[config.mk]
export PLATFORM = sky130hd
export DESIGN_NAME = serializer_flat
export DESIGN_NICKNAME = d
export VERILOG_FILES = /design/src/rtl/serializer_if.sv /design/src/rtl/serializer.sv /design/src/flat_wrapper.sv
export SDC_FILE = /design/constraint.sdc
export NUM_CORES = 1
export LEC_CHECK = 0
export CAP_MARGIN = 20
export CELL_PAD_IN_SITES_DETAIL_PLACEMENT = 1
export CELL_PAD_IN_SITES_GLOBAL_PLACEMENT = 1
export CORE_MARGIN = 4
export CORE_UTILIZATION = 25
export CTS_BUF_LIST = sky130_fd_sc_hd__clkbuf_4 sky130_fd_sc_hd__clkbuf_8
export DETAILED_ROUTE_END_ITERATION = 12
export PLACE_DENSITY_LB_ADDON = 0.08
export SYNTH_ARGS = -nofsm -noshare
export SYNTH_HDL_FRONTEND = slang
export SYNTH_SLANG_ARGS = --single-unit
[constraint.sdc]
create_clock -name t_clk -period 2.52 [get_ports t_clk]
set_input_delay 0.504 -clock t_clk [delete_from_list [all_inputs] [get_ports t_clk]]
set_output_delay 0.504 -clock t_clk [all_outputs]
set_load 0.01 [all_outputs]
[src/rtl/serializer_if.sv]
// rtl/serializer_if.sv - payload word valid/ready handshake into the serializer
interface serializer_if;
    logic [27:0] tx_data;
    logic        tx_valid;
    logic        tx_ready;

    modport master (output tx_data, output tx_valid, input tx_ready);
    modport slave  (input tx_data, input tx_valid, output tx_ready);
endinterface

[src/rtl/serializer.sv]
// rtl/serializer.sv - 28-bit word to MSB-first serial frame with 1010 header and idle gap
module serializer #(
    parameter int GAP_BITS = 4
) (
    input  logic         t_clk,
    input  logic         rst_n,
    serializer_if.slave  tx,
    output logic         ser_out,
    output logic         busy,
    output logic         frame_done
);

    typedef enum logic [1:0] {ST_IDLE, ST_HEADER, ST_PAYLOAD, ST_GAP} state_t;

    localparam logic [3:0] GAP_LAST = 4'(GAP_BITS - 1);

    state_t      state_q, state_d;
    logic [4:0]  bit_cnt_q, bit_cnt_d;
    logic [3:0]  gap_cnt_q, gap_cnt_d;
    logic [27:0] shift_q, shift_d;
    logic [27:0] buf_q, buf_d;
    logic        full_q, full_d;
    logic        ser_out_q, ser_out_d;
    logic        busy_q, busy_d;
    logic        frame_done_q, frame_done_d;
    logic        accept;
    logic        load;

    // Ready comes straight from the full flag so it never depends on tx_valid.
    assign tx.tx_ready = ~full_q;
    assign accept      = tx.tx_valid & ~full_q;
    assign ser_out     = ser_out_q;
    assign busy        = busy_q;
    assign frame_done  = frame_done_q;

    // State and datapath registers; the serial line idles high out of reset.
    always_ff @(posedge t_clk or negedge rst_n) begin
        if (!rst_n) begin
            state_q      <= ST_IDLE;
            bit_cnt_q    <= 5'd0;
            gap_cnt_q    <= 4'd0;
            shift_q      <= 28'd0;
            buf_q        <= 28'd0;
            full_q       <= 1'b0;
            ser_out_q    <= 1'b1;
            busy_q       <= 1'b0;
            frame_done_q <= 1'b0;
        end else begin
            state_q      <= state_d;
            bit_cnt_q    <= bit_cnt_d;
            gap_cnt_q    <= gap_cnt_d;
            shift_q      <= shift_d;
            buf_q        <= buf_d;
            full_q       <= full_d;
            ser_out_q    <= ser_out_d;
            busy_q       <= busy_d;
            frame_done_q <= frame_done_d;
        end
    end

    // Next engine state; a full buffer at the end of the gap chains straight into a header.
    always_comb begin
        state_d = state_q;
        load    = 1'b0;
        case (state_q)
            ST_IDLE: begin
                if (full_q) begin
                    state_d = ST_HEADER;
                    load    = 1'b1;
                end
            end
            ST_HEADER: begin
                if (bit_cnt_q == 5'd3) state_d = ST_PAYLOAD;
            end
            ST_PAYLOAD: begin
                if (bit_cnt_q == 5'd27) state_d = ST_GAP;
            end
            ST_GAP: begin
                if (gap_cnt_q == GAP_LAST) begin
                    if (full_q) begin
                        state_d = ST_HEADER;
                        load    = 1'b1;
                    end else begin
                        state_d = ST_IDLE;
                    end
                end
            end
            default: state_d = ST_IDLE;
        endcase
    end

    // Buffer, counters and the registered line value for the state being entered.
    always_comb begin
        full_d = full_q;
        buf_d  = buf_q;
        if (accept) begin
            full_d = 1'b1;
            buf_d  = tx.tx_data;
        end else if (load) begin
            full_d = 1'b0;
        end

        shift_d = shift_q;
        if (load) begin
            shift_d = buf_q;
        end else if (state_q == ST_PAYLOAD && state_d == ST_PAYLOAD) begin
            shift_d = {shift_q[26:0], 1'b0};
        end

        bit_cnt_d = 5'd0;
        gap_cnt_d = 4'd0;
        if (state_d == state_q) begin
            if (state_q == ST_HEADER || state_q == ST_PAYLOAD) bit_cnt_d = bit_cnt_q + 5'd1;
            if (state_q == ST_GAP) gap_cnt_d = gap_cnt_q + 4'd1;
        end

        case (state_d)
            ST_HEADER:  ser_out_d = ~bit_cnt_d[0];
            ST_PAYLOAD: ser_out_d = shift_d[27];
            default:    ser_out_d = 1'b1;
        endcase

        busy_d       = (state_d != ST_IDLE);
        frame_done_d = (state_q == ST_GAP) && (gap_cnt_q == GAP_LAST);
    end

endmodule

[src/flat_wrapper.sv]
// flat-port wrapper written by rule: the top's interface ports become plain ports
module serializer_flat 
#(
    parameter int GAP_BITS = 4
)
  (t_clk, rst_n, ser_out, busy, frame_done, tx_tx_data, tx_tx_valid, tx_tx_ready);
  serializer_if tx_i ();
  input  logic t_clk;
  input  logic rst_n;
  output logic ser_out;
  output logic busy;
  output logic frame_done;
  input wire logic [$bits(tx_i.tx_data)-1:0] tx_tx_data;
  input wire logic [$bits(tx_i.tx_valid)-1:0] tx_tx_valid;
  output wire logic [$bits(tx_i.tx_ready)-1:0] tx_tx_ready;
  assign tx_i.tx_data = tx_tx_data;
  assign tx_i.tx_valid = tx_tx_valid;
  assign tx_tx_ready = tx_i.tx_ready;
  serializer #(.GAP_BITS(GAP_BITS)) u_core (.t_clk(t_clk), .rst_n(rst_n), .tx(tx_i), .ser_out(ser_out), .busy(busy), .frame_done(frame_done));
endmodule
# After elaboration in Yosys (flattened, before gate mapping)
# Cells that the tools add are included.
[totals] memories=0 out_inout_bits=4 latchBits=0 reg_bits=71 input_bits=31 romBits=0 mem_bits_rw=0
[classes] n_mul=0 shifts=0 bitwise=3 n_reduce_logical=7 n_mux=18 addsub=2 div=0 n_lt_le_gt_ge=0 eq_ne=9
[ops] cell="$mux 28" count=2
[ops] cell="$mux 5" count=2
[ops] cell="$mux 2" count=4
[ops] cell="$mux 4" count=2
[ops] cell="$pmux 2 s4" count=1
[ops] cell="$eq 2x2->1 const B" count=3
[ops] cell="$reduce_bool 2->1" count=3
[ops] cell="$add 5x1->5 const B" count=1
[ops] cell="$eq 5x2->1 const B" count=1
[ops] cell="$eq 5x5->1 const B" count=1
[ops] cell="$mux 1" count=5
[ops] cell="$add 4x1->4 const B" count=1
[ops] cell="$eq 2x1->1 const B" count=2
[ops] cell="$eq 4x2->1 const B" count=1
[ops] cell="$pmux 1 s2" count=2
[ops] cell="$eq 2x2->1" count=1
[ops] cell="$logic_and 1x1->1" count=2
[ops] cell="$logic_not 2->1" count=1
[ops] cell="$not 1->1" count=2
[ops] cell="$and 1x1->1" count=1
[ops] cell="$logic_or 1x1->1" count=1

# Longest topological paths before layout
# Gate-level depths: netlist of run 1.
[logic_depth] ltp_word=8 ltp_mapped=11 depth_no_buf=11

# Least setup slack after synthesis of run 1
# OpenSTA, ideal clock, no wires.
[synth_timing] path_type="register to register" startpoint="register u_core.state_q[0]" endpoint="register u_core.ser_out_q (netlist: u_core.ser_out)" t_arrival_ns=2.483 required_time_ns=2.437 setup_slack_ns=-0.047 setup_ns=0.083 path_stages_with_launch=11 path_buffers=0 cell_sequence="dfrtp_1 -> inv_1 -> ha_1 -> or3_1 -> a21o_1 -> and3_1 -> ha_1 -> nand2_2 -> mux2i_1 -> a21oi_1 -> a221o_1"
[synth_between] elab_chain_cells=7
[synth_rtl] element="from (decl)" line="serializer.sv:17" rtl="state_t state_q, state_d;"
[synth_rtl] element="from (signal assigned)" line="serializer.sv:49" rtl="state_q <= state_d;"
[synth_rtl] element="$eq 2x2->1 (tied with other cells)" line="serializer.sv:65" rtl="case (state_q)"
[synth_rtl] element="$pmux 2 s4 (*)" line="serializer.sv:65"
[synth_rtl] element="named net u_core.state_d[1]" line="serializer.sv:17"
[synth_rtl] element="$eq 2x2->1 (*)" line="serializer.sv:106" rtl="end else if (state_q == ST_PAYLOAD && state_d == ST_PAYLOAD) begin"
[synth_rtl] element="$logic_and 1x1->1 (*)" line="serializer.sv:106"
[synth_rtl] element="$mux 28 (*)" line="serializer.sv:106"
[synth_rtl] element="$mux 28 (*)" line="serializer.sv:104" rtl="if (load) begin"
[synth_rtl] element="named net u_core.shift_d[27]" line="serializer.sv:20" rtl="logic [27:0] shift_q, shift_d;"
[synth_rtl] element="$pmux 1 s2 (*)" line="serializer.sv:117" rtl="case (state_d)"
[synth_rtl] element="named net u_core.ser_out_d" line="serializer.sv:23" rtl="logic ser_out_q, ser_out_d;"
[synth_rtl] element="to (signal assigned)" line="serializer.sv:55" rtl="ser_out_q <= ser_out_d;"
[synth_rtl] element="to (decl)" line="serializer.sv:23"
# Mark *: on every way through the listed nets, which the timed path passes. The rest lies on a longest branch. The select of a mux whose other input is x is not followed.
# A chain may end at the register's enable or synchronous reset.

# Final worst setup path of run 1
[layout_timing] startpoint="register u_core.state_q[1]" endpoint="register u_core.ser_out_q (netlist: u_core.ser_out)"
[layout_between] elab_chain_cells=7
[layout_rtl] element="$eq 2x2->1 (tied with other cells)" line="serializer.sv:65"
[layout_rtl] element="$pmux 2 s4 (*)" line="serializer.sv:65"
[layout_rtl] element="named net u_core.state_d[1]" line="serializer.sv:17"
[layout_rtl] element="$eq 2x2->1 (*)" line="serializer.sv:106"
[layout_rtl] element="$logic_and 1x1->1 (*)" line="serializer.sv:106"
[layout_rtl] element="$mux 28 (*)" line="serializer.sv:106"
[layout_rtl] element="$mux 28 (*)" line="serializer.sv:104"
[layout_rtl] element="named net u_core.shift_d[27]" line="serializer.sv:20"
[layout_rtl] element="$pmux 1 s2 (*)" line="serializer.sv:117"
[layout_rtl] element="named net u_core.ser_out_d" line="serializer.sv:23"
# Marked as above.

==> reports/qor.csv, run 1 <==
stage;metric;value;unit
status;outcome;complete, no violations;
final_layout;area occupied by registers;1780;sq um
drt;total wire length;7.20;mm
setup_path;crit-path max FO;4;
floorplan;core area;12200;sq um
final_layout;n_diodes;0;
timing;Clock Skews;0.00941;ns
yosys;sequential-to-total area share from yosys stat;56.1;%
worst_hold_path;Worst Hold Class;input port to async pin;
timing;final setup vio count;0;
pwr;P_int;3.16;mW
floorplan;Initial Util;26.0;%
yosys;dominant cell type by area after synthesis;dfrtp_1;
yosys;Ys Warns;0;
final_layout;final core utilization;34.0;%
drt;vias per inst;4.30;
clocking;CTS tree;built;
pwr;Clk pwr share;22.7;%
yosys;Post-Syn Area;3170;sq um
setup_path;R2R Setup Slk;0.11;ns
setup_path;reg-to-reg endpoint;u_core.ser_out$_DFF_PN1_;
yosys;largest cells by area after synthesis;dfrtp_1, mux2_2, mux2i_1;
final_layout;Final nets;359;
drt;wire per inst;14.7;microns
setup_path;crit path kind;flip-flop to flip-flop;
yosys;Cell variety after synth;35;
drt;DR DRC count;0;
pwr;Flop pwr share;41.2;%
final_layout;most frequent cells in the layout;dfrtp_1, clkdlybuf4s50_1, nor2_1, a21oi_1;
final_layout;filler instances;1369;
timing;worst-margin pin slew;0.419;ns
pwr;Logic pwr share;36.1;%
drt;router iterations before antenna repair;4;
global_routing;maximum number of pins on one net before global-route repair;42;
floorplan;Ports;35;
pwr;power per cell area;1140;nW/um^2
setup_path;Critical Path RT;2.81;ns
global_routing;all-layer global routing usage;10.6;%
yosys;top cell type's share of synthesized area;55.2;%
floorplan;Vert. Die Dim;121;microns
yosys;Mapped Nets;304;
timing;max_slew headroom;71.7;%
pwr;Max rail drop VDD;338;uV
final_layout;Multi-input gate area;1360;sq um
clocking;Worst-path clk slew;0.08;ns
global_routing;gr ovfl total;0;
floorplan;die area;14500;sq um
final_layout;area delta synth->final;30.9;%
clocking;Hold-fix buffers, CTS;0;
setup_path;Worst Reg-to-Reg Cells;10;
clocking;clock tree root driver cell;clkbuf_8;
timing;Hold Violations, Final;0;
pwr;Leak;1.95;nW
drt;Routed Antenna Nets;0;
drt;top sig layer;met4;
clocking;CTS max path bufs;2;
place;dpl cells;473;
place;Placer Congestion;0.739;
global_routing;first-pass GRT wire length;12.0;mm
timing;Max Slew Vio Count;0;
floorplan;Die X-Extent;121;microns
timing;fin crit share;95.7;%
drt;initial DRC count;60;
global_routing;vias in the first global route;2313;
clocking;cts bufs inserted;9;
floorplan;Cell Rows;40;
place;input/output buffers;34;
clocking;# H-tree levels;3;
drt;routed via count;2109;
setup_path;Setup crit end kind;flip-flop;
setup_path;critical path startpoint;u_core.state_q[1]$_DFF_PN0_;
clocking;worst skew pair latency;0.35;ns
drt;met1 wire length;3.52;mm
timing;fmax;415;MHz
yosys;Syn Inst Count;263;
clocking;Clock Sinks;71;
place;post-DP HPWL;4.84;mm
setup_path;Worst R2R Start;u_core.state_q[1]$_DFF_PN0_;
yosys;Syn Area/Cell;12.1;sq um
yosys;Synth Register Bits;71;
drt;routed wire length on met2;3.25;mm
final_layout;Post-Layout Cell Count;491;
flow_run;Max-Cap Viols;0;
pwr;Net Sw Frac;32.9;%
final_layout;share of cells above drive strength 1;25.7;%
drt;metal3 WL;342;microns
timing;minimum clock period;2.41;ns
global_routing;initial antenna violation count;0;
final_layout;commonest non-fill, non-tap cell in the layout;dfrtp_1;
setup_path;Worst EP arrival;2.70;ns
setup_path;CP Launch Type;flip-flop;
pwr;Net Switching;1.55;mW
==> power groups by stage <==
stage          Combinational, mW  Sequential [mW]  Clock [mW]
2_1_floorplan               1.11             1.89           0
3_3_place_gp                1.62             1.97           0
3_5_place_dp                1.64             1.97           0
4_1_cts                     1.65             1.95        1.12
5_1_grt                     1.93             2.01        1.17
6_report                    1.70             1.94        1.07
==> registers in the layout, indices dropped and copies added (netlist names) <==
name,flops
u_core.gap_cnt_q,4
u_core.ser_out,1
u_core.frame_done,1
u_core.state_q,2
u_core.shift_q,28
u_core.bit_cnt_q,5
u_core.full_q,1
u_core.buf_q,28
u_core.busy,1
==> cells in the mapped netlist <==
master / count
nor2_1: 32
nand2_2: 2
buf_2: 7
dfrtp_1: 70
clkbuf_1: 1
o221ai_1: 1
o211ai_2: 1
ha_1: 10
mux2_2: 27
o21a_1: 1
nor4b_1: 2
xor2_1: 3
and3_1: 5
or3b_2: 1
nand3_1: 6
or3_1: 1
and4b_2: 1
a21o_1: 3
inv_1: 9
a311o_1: 1
mux2i_1: 27
a221o_1: 1
nand4_1: 1
and3b_1: 1
nand2_1: 5
and2_4: 1
xnor2_1: 2
a31oi_2: 1
nor2b_1: 2
a21oi_1: 28
buf_4: 3
and4bb_1: 1
dfstp_2: 1
o21ai_1: 2
o21ai_0: 3
==> worst max-delay path by stage <==
stage                     slack (ns)                       end  depth (start not counted)
after floorplan                 0.03  u_core.ser_out$_DFF_PN1_                         10
after detailed placement      -0.005  u_core.ser_out$_DFF_PN1_                         10
after CTS                      0.003  u_core.ser_out$_DFF_PN1_                         10
after global placement          0.05  u_core.ser_out$_DFF_PN1_                         11
final                           0.11  u_core.ser_out$_DFF_PN1_                         10
after global routing           -0.06  u_core.ser_out$_DFF_PN1_                         11
==> per-layer routing <==
metal  vias to the layer above  track usage [%]
met5                         -                0
met4                         0             2.97
met3                         7             4.77
met2                        34             16.0
met1                      1044             13.9
li1                       1024                -
==> stage by stage <==
| step | total power, mW | area (sq um) | setup TNS (ns) | setup slack [ns] | hold slack (ns) |
|---|---|---|---|---|---|
| 6_report | 4.71 | 4150 | 0 | 0.109 | 0.0669 |
| 2_1_floorplan | 3.00 | 3180 | 0 | 0.0290 | 0.208 |
| 3_5_place_dp | 3.61 | 3850 | -0.00459 | -0.00459 | 0.465 |
| 4_1_cts | 4.72 | 4090 | 0 | 0.00252 | 0.0579 |
| 3_3_place_gp | 3.59 | 3850 | 0 | 0.0478 | 0.464 |
| 5_1_grt | 5.11 | 4150 | -0.0576 | -0.0576 | 0.0789 |
==> cell families (layout without fill, tap and decap cells) <==
group	Yosys count	in the layout	synth area share [%]
muxes	54	54	18.1
AOI/OAI and AO/OA	42	42	7.85
and+or+nand+nor	61	61	9.63
DFF	71	71	56.1
adders and majority gates	10	10	3.95
buffers and inverters	20	80	3.00
xor gates and xnor gates	5	5	1.38
==> repair_timing <==
action / in CTS / in global routing
hold endpoints to repair: 0 / 0
gates resized for setup: 1 / 10
endpoints found under the setup margin: 3 / 27
setup buffers: 0 / 2
cloned: 0 / 0
pin swaps: 0 / 4
==> critical path, cell delays in order (launching register included) <==
cell and delay, ns:
dfrtp_1 0.41, buf_4 0.15, ha_4 0.17, or3_4 0.40
a21o_1 0.16, and3_4 0.19, ha_4 0.16, nand2_4 0.08
mux2i_1 0.20, a21oi_1 0.10, a221o_1 0.33
==> area by class of cell <==
| type | count | share of cell area (%) |
|---|---|---|
| Multi-Input combinational cell | 172 | 32.8 |
| Clock inverter | 5 | 1.93 |
| Sequential cell | 71 | 42.8 |
| Timing Repair Buffer | 55 | 12.9 |
| Inverter | 9 | 0.814 |
| Tap cell | 168 | 5.06 |
| Clock buffer | 11 | 3.65 |
Power figures use the tool's default switching activity.
==> run 2, diff against run 1 <==
--- a/config.mk
+++ b/config.mk
@@ -5,12 +5,14 @@
 export SDC_FILE = /design/constraint.sdc
 export NUM_CORES = 1
 export LEC_CHECK = 0
+export ABC_CLOCK_PERIOD_IN_PS = 2520
 export CAP_MARGIN = 20
 export CELL_PAD_IN_SITES_DETAIL_PLACEMENT = 1
 export CELL_PAD_IN_SITES_GLOBAL_PLACEMENT = 1
-export CORE_MARGIN = 4
+export CORE_MARGIN = 2
 export CORE_UTILIZATION = 25
 export CTS_BUF_LIST = sky130_fd_sc_hd__clkbuf_4 sky130_fd_sc_hd__clkbuf_8
+export CTS_CLUSTER_SIZE = 10
 export DETAILED_ROUTE_END_ITERATION = 12
 export PLACE_DENSITY_LB_ADDON = 0.08
 export SYNTH_ARGS = -nofsm -noshare
==> reports/qor.csv, run 2 (synthesis gave the netlist of run 1 again) <==
stage;metric;value;unit;change
global_routing;vias in the first global route;2268;;-1.9%
pwr;total power after layout;4.54;mW;-3.6%
floorplan;Ports;35;;unchanged
timing;worst-margin pin slew;0.326;ns;-0.0933 ns
timing;Max Slew Vio Count;0;;unchanged
timing;final worst slack;0.0934;ns;-0.0153 ns
clocking;clock tree root driver cell;clkbuf_8;;
global_routing;all-layer global routing usage;11.6;%;+0.97 points
global_routing;GRT met3 Usage;4.83;%;+0.055 points
place;Placer Congestion;0.784;;+6.1%
global_routing;maximum number of pins on one net before global-route repair;55;;+31%
setup_path;crit path kind;flip-flop to flip-flop;;
setup_path;Setup crit end kind;flip-flop;;
timing;fmax;412;MHz;-0.63%
setup_path;critical path's slowest cell;or3_4;;
timing;minimum clock period;2.43;ns;+0.0153 ns
timing;max_slew headroom;78.0;%;+6.3 points
clocking;Clock Sinks;71;;unchanged
drt;routed via count;2123;;+0.66%
worst_hold_path;Worst Hold Class;input port to async pin;;
place;Cell Area, Placed;3870;sq um;+0.45%
final_layout;final core utilization;33.0;%;-1.0 points
setup_path;crit-path most repeated cell;ha_2;;
clocking;# H-tree levels;3;;unchanged
setup_path;CP Launch Type;flip-flop;;
clocking;worst skew pair latency;0.35;ns;about the same
place;DP Worst Slack;-0.0524;ns;-0.0478 ns
floorplan;die area;13600;sq um;-6.5%
final_layout;Post-Layout Cell Count;494;;+0.61%
floorplan;core area;12500;sq um;+2.5%
setup_path;Worst EP arrival;2.71;ns;about the same
global_routing;most used routing layer;met2;;
setup_path;reg-to-reg endpoint;u_core.ser_out$_DFF_PN1_;;
status;outcome;complete, no violations;;
global_routing;initial antenna violation count;0;;unchanged
drt;total wire length;6.90;mm;-4.2%
place;post-DP HPWL;4.58;mm;-5.2%
drt;vias per inst;4.30;;about the same
final_layout;Multi-input gate area;1350;sq um;-0.73%
setup_path;crit-path cells;inv_2, ha_2, or3_4, a21o_1, and3_4, ha_2, nand2_4, mux2i_2, a21oi_2, a221o_1;;
final_layout;filler instances;1411;;+3.1%
clocking;CTS max path bufs;2;;unchanged
place;dpl cells;477;;+0.85%
floorplan;Vert. Die Dim;117;microns;-3.3%
global_routing;met2 Track Usage GR;17.6;%;+1.6 points
setup_path;critical path startpoint;u_core.state_q[0]$_DFF_PN0_;;
final_layout;post-route cell area;4130;sq um;-0.54%
timing;final setup vio count;0;;unchanged
drt;wire per inst;14.0;microns;-4.8%
pwr;power per cell area;1100;nW/um^2;-3.1%
floorplan;Die X-Extent;117;microns;-3.3%
setup_path;R2R Setup Slk;0.09;ns;-0.02 ns
final_layout;Top Registers;u_core.buf_q (28), u_core.shift_q (28), u_core.bit_cnt_q (5);;
setup_path;Worst Reg-to-Reg Cells;10;;unchanged
final_layout;most frequent cells in the layout;dfrtp_1, clkdlybuf4s50_1, nor2_1, a21oi_1, mux2_2;;
setup_path;CP peak stage delay;0.40;ns;about the same
floorplan;Cell Rows;41;;+2.5%
timing;TNS Setup;0;ns;unchanged
pwr;Leak;1.95;nW;-0.24%
setup_path;Critical Path RT;2.80;ns;about the same
final_layout;area delta synth->final;30.2;%;
global_routing;gr ovfl total;0;;unchanged
final_layout;area occupied by registers;1780;sq um;about the same
final_layout;commonest non-fill, non-tap cell in the layout;dfrtp_1;;
global_routing;first-pass GRT wire length;11.8;mm;-1.6%
drt;Routed Antenna Nets;0;;unchanged
pwr;Max rail drop VDD;436;uV;+29%
drt;router iterations before antenna repair;4;;unchanged
clocking;Worst-path clk slew;0.07;ns;about the same
final_layout;Final nets;361;;+0.56%
final_layout;share of cells above drive strength 1;26.7;%;+1.0 points
place;input/output buffers;34;;unchanged
clocking;cts bufs inserted;9;;unchanged
flow_run;Max-Cap Viols;0;;unchanged
global_routing;Global Route met1 Usage;14.8;%;+0.95 points
setup_path;crit-path max FO;4;;unchanged
drt;initial DRC count;31;;-48%
timing;fin crit share;96.3;%;+0.61 points
timing;final hold slack;0.0478;ns;-0.0190 ns
drt;DR DRC count;0;;unchanged
setup_path;Worst R2R Start;u_core.state_q[0]$_DFF_PN0_;;
clocking;CTS tree;built;;
final_layout;n_diodes;0;;unchanged
timing;Clock Skews;0.00563;ns;-0.00378 ns
timing;Hold Violations, Final;0;;unchanged
floorplan;Initial Util;25.3;%;-0.63 points
run 2: cell types whose count changed in the layout (fill, tap and decap cells not counted), moves of 2 or more:
cell,change
buf_4,+2
clkinvlp_4,-2
ha_2,+2
ha_4,-2
run 2: critical path: cells and delay by family (launching register included):
family	cells	cell delay [ns]
adder cells (fa/ha/maj)	2	0.41
multiplexers	1	0.22
buffers and inverters	1	0.07
AO/OA/AOI/OAI	3	0.60
AND/OR/NAND/NOR	3	0.66
flip-flops	1	0.39
run 2: how the worst max path moves through the flow:
stage                                to  depth (start not counted)  slack, ns
2_1_floorplan  u_core.ser_out$_DFF_PN1_                         10       0.03
3_3_place_gp   u_core.ser_out$_DFF_PN1_                         11      -0.03
3_5_place_dp   u_core.ser_out$_DFF_PN1_                         10      -0.05
4_1_cts        u_core.ser_out$_DFF_PN1_                          9       0.01
5_1_grt        u_core.ser_out$_DFF_PN1_                         10     -0.008
6_report       u_core.ser_out$_DFF_PN1_                         10       0.09
run 2: power breakdown:
part	switching (mW)	internal [mW]
combinational	0.794	0.896
sequential	0.280	1.66
clock	0.400	0.506
total	1.47	3.07
run 2: routing by layer:
layer | vias up | routed length, microns
met4 | 0 | 114
li1 | 1030 | -
met1 | 1056 | 3300
met2 | 29 | 3180
met3 | 8 | 298
met5 | - | 0
run 2: layout make-up:
type	count	area share, %
timing repair buffer	57	13.5
tap	172	5.21
clock inverter	1	0.727
clock buffer	12	3.85
inverter	9	0.818
multi-input combinational	172	32.8
sequential	71	43.1
run 2: timing repair:
item / in CTS / in global routing
setup endpoints to repair: 2 / 26
setup buffers: 4 / 0
pin swaps: 0 / 2
hold buffers: 0 / 0
gates resized for setup: 2 / 11
==> run 3, diff against run 2 <==
--- a/config.mk
+++ b/config.mk
@@ -10,7 +10,7 @@
 export CELL_PAD_IN_SITES_DETAIL_PLACEMENT = 1
 export CELL_PAD_IN_SITES_GLOBAL_PLACEMENT = 1
 export CORE_MARGIN = 2
-export CORE_UTILIZATION = 25
+export CORE_UTILIZATION = 33
 export CTS_BUF_LIST = sky130_fd_sc_hd__clkbuf_4 sky130_fd_sc_hd__clkbuf_8
 export CTS_CLUSTER_SIZE = 10
 export DETAILED_ROUTE_END_ITERATION = 12
==> reports/qor.csv, run 3 (synthesis gave the netlist of run 1 again) <==
stage;metric;value;unit;change
drt;total wire length;6.63;mm;-3.9%
final_layout;n_diodes;0;;unchanged
timing;final hold slack;0.173;ns;+0.125 ns
clocking;# H-tree levels;3;;unchanged
timing;final setup vio count;0;;unchanged
timing;fin crit share;96.8;%;+0.49 points
pwr;Logic pwr share;36.2;%;-1.0 points
pwr;Flop pwr share;42.2;%;-0.6 points
timing;Hold Violations, Final;0;;unchanged
pwr;P_int;3.12;mW;+1.7%
setup_path;Worst R2R Start;u_core.state_q[0]$_DFF_PN0_;;
floorplan;Initial Util;34.2;%;+8.8 points
place;post-DP HPWL;4.59;mm;+0.13%
drt;DR DRC count;0;;unchanged
global_routing;maximum number of pins on one net before global-route repair;72;;+31%
pwr;Leak;1.95;nW;+0.20%
global_routing;GRT met3 Usage;4.65;%;-0.17 points
global_routing;first-pass GRT wire length;10.7;mm;-8.8%
final_layout;most frequent cells in the layout;dfrtp_1, clkdlybuf4s50_1, nor2_1, a21oi_1, mux2_2;;
setup_path;Setup crit end kind;flip-flop;;
final_layout;share of cells above drive strength 1;28.2;%;+1.5 points
setup_path;reg-to-reg endpoint;u_core.ser_out$_DFF_PN1_;;
drt;initial DRC count;30;;-3.2%
setup_path;critical path's slowest cell;dfrtp_1;;
timing;Clock Skews;0.00834;ns;+0.00271 ns
pwr;Clk pwr share;21.6;%;+1.6 points
global_routing;all-layer global routing usage;13.7;%;+2.0 points
setup_path;CP peak stage delay;0.41;ns;about the same
final_layout;filler instances;1005;;-29%
place;input/output buffers;34;;unchanged
floorplan;die area;10400;sq um;-23%
clocking;Worst-path clk slew;0.08;ns;about the same
setup_path;crit-path most repeated cell;ha_2;;
final_layout;area delta synth->final;29.4;%;
clocking;Hold-fix buffers, CTS;0;;unchanged
pwr;Net Switching;1.50;mW;+1.9%
global_routing;met2 Track Usage GR;21.6;%;+4.0 points
floorplan;Ports;35;;unchanged
global_routing;Global Route met1 Usage;17.8;%;+3.0 points
drt;vias per inst;4.71;;+9.6%
floorplan;Cell Rows;35;;-15%
pwr;Max rail drop VDD;386;uV;-11%
global_routing;gr ovfl total;0;;unchanged
setup_path;crit-path cells;inv_2, ha_2, or3_4, a21o_1, and3_4, ha_2, nand2_4, mux2i_2, a21oi_2, a221o_1;;
clocking;CTS max path bufs;2;;unchanged
final_layout;final core utilization;44.2;%;+11 points
status;outcome;complete, no violations;;
timing;worst-margin pin slew;0.381;ns;+0.0549 ns
timing;Max Slew Vio Count;0;;unchanged
setup_path;R2R Setup Slk;0.08;ns;about the same
timing;fmax;410;MHz;-0.51%
worst_hold_path;Worst Hold Class;input port to async pin;;
drt;router iterations before antenna repair;4;;unchanged
pwr;Net Sw Frac;32.5;%;+0.049 points
setup_path;crit path kind;flip-flop to flip-flop;;
global_routing;initial antenna violation count;0;;unchanged
clocking;CTS tree;built;;
setup_path;crit-path max FO;3;;-1
final_layout;post-route cell area;4100;sq um;-0.61%
drt;wire per inst;14.6;microns;+4.4%
place;Placer Congestion;0.800;;+2.1%
setup_path;Worst EP arrival;2.70;ns;about the same
timing;minimum clock period;2.44;ns;+0.0124 ns
clocking;clock tree root driver cell;clkbuf_8;;
drt;Routed Antenna Nets;0;;unchanged
setup_path;CP Launch Type;flip-flop;;
clocking;cts bufs inserted;9;;unchanged
place;Cell Area, Placed;3790;sq um;-2.2%
floorplan;Die X-Extent;102;microns;-13%
global_routing;vias in the first global route;2166;;-4.5%
setup_path;Worst Reg-to-Reg Cells;10;;unchanged
clocking;Clock Sinks;71;;unchanged
timing;TNS Setup;0;ns;unchanged
pwr;power per cell area;1130;nW/um^2;+2.4%
flow_run;Max-Cap Viols;0;;unchanged
pwr;total power after layout;4.62;mW;+1.8%
setup_path;Critical Path RT;2.78;ns;-0.02 ns
final_layout;Top Registers;u_core.buf_q (28), u_core.shift_q (28), u_core.bit_cnt_q (5);;
global_routing;most used routing layer;met2;;
floorplan;Vert. Die Dim;102;microns;-13%
final_layout;commonest non-fill, non-tap cell in the layout;dfrtp_1;;
timing;max_slew headroom;74.6;%;-3.4 points
clocking;worst skew pair latency;0.34;ns;about the same
final_layout;Final nets;363;;+0.55%
drt;routed via count;2143;;+0.94%
floorplan;core area;9280;sq um;-26%
[run 3: worst max path at each step]
stage / from / to / slack (ns) / depth (start not counted)
finish: u_core.state_q[0]$_DFF_PN0_ / u_core.ser_out$_DFF_PN1_ / 0.08 / 10
global route: u_core.state_q[0]$_DFF_PN0_ / u_core.ser_out$_DFF_PN1_ / -0.04 / 11
CTS: u_core.bit_cnt_q[0]$_DFF_PN0_ / u_core.ser_out$_DFF_PN1_ / 0.01 / 10
detailed placement: u_core.state_q[1]$_DFF_PN0_ / u_core.ser_out$_DFF_PN1_ / -0.04 / 10
global placement: u_core.state_q[0]$_DFF_PN0_ / u_core.ser_out$_DFF_PN1_ / 0.05 / 10
floorplan: u_core.state_q[0]$_DFF_PN0_ / u_core.ser_out$_DFF_PN1_ / 0.03 / 10
[run 3: metal layers]
| layer | vias to the layer above | part of all wire, % |
|---|---|---|
| met5 | - | 0 |
| met4 | 0 | 1.9 |
| met2 | 29 | 47 |
| li1 | 1039 | - |
| met3 | 13 | 3.2 |
| met1 | 1062 | 48 |
[run 3: power groups by stage]
stage	combinational, mW	clock (mW)	sequential [mW]
floorplan	1.11	0	1.89
global placement	1.55	0	1.96
detailed placement	1.60	0	1.98
CTS	1.63	1.04	1.95
global route	1.87	1.08	2.02
finish	1.67	0.999	1.95
[run 3: final cells by class]
cell class | instances | area [sq um] | area share, %
clock buffers | 10 | 138 | 3.35
clock inverters | 5 | 81.3 | 1.98
inverters | 9 | 33.8 | 0.823
multi-input cells | 172 | 1370 | 33.4
flip-flops and latches | 71 | 1780 | 43.3
well taps | 129 | 161 | 3.93
repair buffers | 59 | 539 | 13.1
[run 3: timing repair]
| action | 4_1_cts | 5_1_grt |
|---|---|---|
| resized for setup | 1 | 15 |
| pin swaps | 0 | 6 |
| setup buffers | 2 | 3 |
| setup endpoints to repair | 16 | 17 |
[run 3: per-stage QoR]
stage,worst slack (ns),instances
finish,0.0810,455
global route,-0.0413,455
CTS,0.00992,452
detailed placement,-0.0411,435
global placement,0.0452,435
floorplan,0.0290,263
[run 3: critical path: cells and delay by family, from the launching register on]
| family | cells | cell delay, ns |
|---|---|---|
| compound gates | 3 | 0.59 |
| fa+ha+maj | 2 | 0.40 |
| buf+inv | 1 | 0.07 |
| flops | 1 | 0.41 |
| mux | 1 | 0.24 |
| simple gates | 3 | 0.65 |
